<file path="config.mk">
export PLATFORM = sky130hd
export DESIGN_NAME = cs_resolve_pipe
export DESIGN_NICKNAME = d
export VERILOG_FILES = /design/src/rtl/cs_resolve_pipe.sv
export SDC_FILE = /design/constraint.sdc
export NUM_CORES = 1
export LEC_CHECK = 0
export CORE_ASPECT_RATIO = 1.2
export CORE_UTILIZATION = 49
export DETAILED_ROUTE_END_ITERATION = 8
export PLACE_DENSITY = 0.77
export SYNTH_ARGS = -nofsm -noshare
export SYNTH_HDL_FRONTEND = slang
export SYNTH_SLANG_ARGS = --single-unit
</file>
<file path="constraint.sdc">
create_clock -name clk -period 4.25 [get_ports clk]
set_input_delay 0.6375 -clock clk [delete_from_list [all_inputs] [get_ports clk]]
set_output_delay 0.6375 -clock clk [all_outputs]
set_load 0.02 [all_outputs]
</file>
<file path="src/rtl/cs_resolve_pipe.sv">
// cs_resolve_pipe
// Resolves a carry-save pair (in_a, in_b) into one binary sum, SEG_W bits per
// pipeline stage. This keeps any single carry chain to one segment.
// A tag travels with each pair.
//
// Ports:
//   clk, rst_n            clock, asynchronous active-low reset
//   in_valid/in_ready     input handshake
//   in_a, in_b, in_tag    carry-save pair and its sideband tag
//   out_valid/out_ready   output handshake
//   out_sum               in_a + in_b, SIZE_I+1 bits (top bit is the final carry)
//   out_tag               tag of the pair that produced out_sum
//
// Handshake: a transfer happens on a rising edge where valid & ready are both
// high. The whole pipe moves together on adv = !out_valid | out_ready.
// in_ready is adv. It never looks at in_valid, and a held output freezes
// every stage.
module cs_resolve_pipe #(
  parameter int SIZE_I = 32,
  parameter int SEG_W  = 8,
  parameter int TAG_W  = 4,
  localparam int NUM_SEG = (SIZE_I + SEG_W - 1) / SEG_W,
  localparam int SIZE_O  = SIZE_I + 1
) (
  input  logic              clk,
  input  logic              rst_n,
  input  logic              in_valid,
  output logic              in_ready,
  input  logic [SIZE_I-1:0] in_a,
  input  logic [SIZE_I-1:0] in_b,
  input  logic [TAG_W-1:0]  in_tag,
  output logic              out_valid,
  input  logic              out_ready,
  output logic [SIZE_O-1:0] out_sum,
  output logic [TAG_W-1:0]  out_tag
);

  // Top bit index (exclusive) resolved once stage s has run.
  function automatic int seg_hi(input int s);
    return ((s + 1) * SEG_W < SIZE_I) ? (s + 1) * SEG_W : SIZE_I;
  endfunction

  // Offset of stage s's resolved bits inside the flat r_q vector.
  function automatic int res_off(input int s);
    int o = 0;
    for (int k = 0; k < s; k++) o += seg_hi(k);
    return o;
  endfunction

  // Offset of stage s's still-unresolved a/b bits inside the flat up_*_q vectors.
  function automatic int up_off(input int s);
    int o = 0;
    for (int k = 0; k < s; k++) o += SIZE_I - seg_hi(k);
    return o;
  endfunction

  localparam int RES_TOT = res_off(NUM_SEG);
  localparam int UP_TOT  = up_off(NUM_SEG);
  localparam int UP_W    = (UP_TOT > 0) ? UP_TOT : 1;
  localparam int RL      = res_off(NUM_SEG - 1);

  // Per-stage registers, flattened so each stage can read its predecessor.
  logic [NUM_SEG-1:0]       v_q;
  logic [NUM_SEG-1:0]       c_q;
  logic [NUM_SEG*TAG_W-1:0] t_q;
  logic [RES_TOT-1:0]       r_q;
  logic [UP_W-1:0]          up_a_q;
  logic [UP_W-1:0]          up_b_q;

  logic adv;

  assign adv      = !out_valid | out_ready;
  assign in_ready = adv;

  for (genvar s = 0; s < NUM_SEG; s++) begin : g_stage
    localparam int LO  = (s == 0) ? 0 : seg_hi(s - 1);
    localparam int HI  = seg_hi(s);
    localparam int SW  = HI - LO;
    localparam int REM = SIZE_I - HI;
    localparam int RO  = res_off(s);

    // src_*: the unresolved bits entering this stage; the low SW bits are
    // this stage's segment, the rest pass through.
    logic [SIZE_I-LO-1:0] src_a;
    logic [SIZE_I-LO-1:0] src_b;
    logic                 cin;
    logic                 prev_v;
    logic [TAG_W-1:0]     prev_t;
    logic [HI-1:0]        r_next;
    logic [SW:0]          seg_sum;
    logic                 load;

    logic                 v;
    logic                 c;
    logic [TAG_W-1:0]     t;
    logic [HI-1:0]        r;

    assign seg_sum = {1'b0, src_a[SW-1:0]} + {1'b0, src_b[SW-1:0]} + {{SW{1'b0}}, cin};

    if (s == 0) begin : g_first
      assign src_a  = in_a;
      assign src_b  = in_b;
      assign cin    = 1'b0;
      assign prev_v = in_valid;
      assign prev_t = in_tag;
      assign r_next = seg_sum[SW-1:0];
    end else begin : g_next
      localparam int PU = up_off(s - 1);
      localparam int PR = res_off(s - 1);
      assign src_a  = up_a_q[PU +: SIZE_I-LO];
      assign src_b  = up_b_q[PU +: SIZE_I-LO];
      assign cin    = c_q[s-1];
      assign prev_v = v_q[s-1];
      assign prev_t = t_q[(s-1)*TAG_W +: TAG_W];
      assign r_next = {seg_sum[SW-1:0], r_q[PR +: LO]};
    end

    // Data only loads behind a valid slot, so bubbles leave the data
    // registers (and therefore out_sum) untouched.
    assign load = adv & prev_v;

    always_ff @(posedge clk or negedge rst_n) begin
      if (!rst_n) begin
        v <= 1'b0;
        c <= 1'b0;
        t <= '0;
        r <= '0;
      end else begin
        if (adv) v <= prev_v;
        if (load) begin
          c <= seg_sum[SW];
          t <= prev_t;
          r <= r_next;
        end
      end
    end

    assign v_q[s]                 = v;
    assign c_q[s]                 = c;
    assign t_q[s*TAG_W +: TAG_W]  = t;
    assign r_q[RO +: HI]          = r;

    if (REM > 0) begin : g_up
      localparam int UO = up_off(s);
      logic [REM-1:0] ua;
      logic [REM-1:0] ub;

      always_ff @(posedge clk or negedge rst_n) begin
        if (!rst_n) begin
          ua <= '0;
          ub <= '0;
        end else if (load) begin
          ua <= src_a[SW +: REM];
          ub <= src_b[SW +: REM];
        end
      end

      assign up_a_q[UO +: REM] = ua;
      assign up_b_q[UO +: REM] = ub;
    end
  end

  // A single-stage pipe has no pass-through bits.
  if (UP_TOT == 0) begin : g_no_up
    assign up_a_q = '0;
    assign up_b_q = '0;
  end

  assign out_valid = v_q[NUM_SEG-1];
  assign out_tag   = t_q[(NUM_SEG-1)*TAG_W +: TAG_W];
  assign out_sum   = {c_q[NUM_SEG-1], r_q[RL +: SIZE_I]};

endmodule
</file>
==> results_dict.tcl <==
set metrics [dict create \
    yosys.area.top_type_share 0.5686 \
    synth_seq_cells 200 \
    overflow 0 \
    fp.dieArea_um2 18510 \
    end_kind "output port" \
    core_area_um2 17570 \
    grt_pass1_vias 5929 \
    ff2ff_setup_slack_ps 1790 \
    gp_congestion 0.8298 \
    avgRoutedWirePerCell_um 17.44 \
    cts_hold_buf 0 \
    drt_iter0_drc 237 \
    grt_start_max_net_pins 95 \
    ir_drop_mv 0.3236 \
    cts_root_buffer "clkbuf_16" \
    rows 53 \
    criticalPathCategory "in -> out" \
    maxSlewViolCount 0 \
    worst_ep_required_time_ps 3610 \
    avgSynthCellArea_um2 14.08 \
    antenna_found_initial 0 \
    clk_path_buf_depth 2 \
    start_util 0.5009 \
    postCtsSetupBuffers 0 \
    top_layer_used "met4" \
    synth_cell_types 42 \
    p_leak_nw 4.517 \
    insertion_delay_ps 430 \
    outcome "complete, no violations" \
    crit_arrival_ps 2050 \
    ant_nets 0 \
    rsz0062_at_grt "false" \
    syn2layout_area_growth_pct 21.11 \
    drt-total-wl_um 16870 \
    slew-limit-headroom 0.2895 \
    power.total_mw 8.284 \
    ios 111 \
    met1Wirelength_um 6890 \
    ys_seq_area_frac 0.5686 \
    tightest_slew_ps 1063 \
    finalSetupTns_ps 0 \
    num_antenna_cells 0 \
    drv_cap 0 \
    htreeDepth 4 \
    min_period_ps 2684 \
    syn_inst 625 \
    placed_cell_area_um2 10070 \
    ctsResizeCount 0 \
    fp.dieH_um 148.8 \
    power.density_nw_per_um2 777.1 \
    vias_per_cell 5.579 \
    post-route-drc-count 0 \
    mappedNetlistArea_um2 8802 \
    hold_class "in -> async" \
    layout-drive-gt1-share 0.2851 \
    worstSetupStartpointType "primary input" \
    crit_fanout 10 \
    io_buffers 110 \
    r2r_start "g_stage[0].c" \
    period_share 0.6315 \
    synth_fp_nets 733 \
    cts_buffers 17 \
    finish.instance_area_um2 10660 \
    cts_sinks 200 \
    die_x_um 124.4 \
    nNetsFinal 843 \
    hpwl_um 11990 \
    fmax_mhz 372.6 \
    wl_met2_um 8893 \
    cts.clk_slew.worst_paths_ps 70 \
    ys_top_cells_by_area "dfrtp_1 57%, mux2_2 21%, ha_1 4.1%" \
    finalSetupViolCount 0 \
    ff2ff_path_depth 6 \
    fin_skew_ps 7.987 \
    yosys_warnings 0 \
    grt_pass1_wl_um 28710 \
    wl_met3_um 660 \
    yosysTopAreaCell "dfrtp_1" \
    drt_pass1_iterations 4 \
    tritoncts "done" \
    timing.rr.end "g_stage[1].c" \
    vias 5395 \
    grt_use_total 0.1958 \
    hold_viol 0 \
]
## worst max-delay path, cell delays in order
cell	delay [ps]
clkdlybuf4s50_1	420
nor2b_2	220
clkinv_4	140
clkdlybuf4s50_1	620
## synthesized netlist by cell type (all sizes together)
cell      n
a2111o    3
a211oi   11
a21o      5
a21oi     9
a221oi    3
a22o      1
a31oi     1
and2      1
and3      1
buf      24
clkbuf    1
clkinv    1
dfrtp   200
fa        7
ha       29
inv      12
mux2    168
nand2    32
nand2b    1
nand3     3
nand3b    3
nand4     3
nor2     11
nor2b     4
nor3      3
nor4b     6
o211ai   11
o21a      7
o21ai    27
o22a      3
o31a      9
o31ai    11
or3       4
or4b      3
xnor2     5
xor2      2
## registers in the layout (all words and copies together) (netlist names)
| signal | count |
|---|---|
| g_stage.g_up.ua | 48 |
| g_stage.r | 80 |
| g_stage.v | 3 |
| g_stage.c | 4 |
| out_valid | 1 |
| g_stage.g_up.ub | 48 |
| g_stage.t | 12 |
| out_tag | 4 |
## area by class of cell
class,instances,area [um^2]
fillers,1342,6913
flip-flops and latches,200,5005
multi-input cells,387,3575
repair buffers,116,1162
clock buffers,21,470.5
well taps,220,275.3
clock inverters,10,118.9
inverters,13,53.80
## per-stage QoR
step             util  setup WS, ps  hold slack, ps  cells
2_1_floorplan       -          2017           341.9    625
3_3_place_gp   0.5731          1395           460.2    936
3_5_place_dp   0.5731          1357           469.7    936
4_1_cts        0.6066          1536           286.4    967
5_1_grt        0.6066          1491           306.6    967
6_report       0.6066          1566           267.0    967
## metal layers
metal  GRT usage  vias to the layer above
li1            -                     2506
met1      0.2283                     2727
met2      0.3489                      130
met3     0.03874                       32
met4     0.08916                        0
met5           0                        -
## cells by family after synthesis
logic type                 Yosys count  synth area share
muxes                              168            0.2149
xor gates and xnor gates             7          0.006965
adders and majority gates           36           0.05714
DFF                                200            0.5686
and+or+nand+nor                     75           0.04563
buffers and inverters               38           0.02672
AOI/OAI and AO/OA                  101           0.08003
## where the power goes
| part | switching, mW | internal, mW | total, mW | leakage (nW) |
|---|---|---|---|---|
| combinational | 1.60 | 1.82 | 3.42 | 1.85 |
| sequential | 0.488 | 2.77 | 3.26 | 2.37 |
| clock | 0.691 | 0.914 | 1.61 | 0.294 |
## placed cells by master (no fill, tap or decap), types with 12 or more instances in the layout
| cell | Yosys | layout |
|---|---|---|
| clkbuf_16 | 0 | 17 |
| dfrtp_1 | 200 | 200 |
| mux2_2 | 168 | 168 |
| nand2_1 | 29 | 29 |
| o21ai_0 | 27 | 27 |
| inv_1 | 12 | 12 |
| ha_1 | 29 | 29 |
| clkdlybuf4s50_1 | 0 | 109 |
## worst max path at each step
stage	startpoint	endpoint	slack (ps)	depth (start not counted)
floorplan	g_stage[0].c	g_stage[1].c	2020	6
global placement	out_ready	g_stage[0].g_up.ub[12]	1400	6
detailed placement	out_ready	g_stage[0].t[1]	1360	6
CTS	out_ready	in_ready	1540	4
global route	out_ready	in_ready	1490	4
finish	out_ready	in_ready	1570	4
Power figures use the tool's default switching activity.
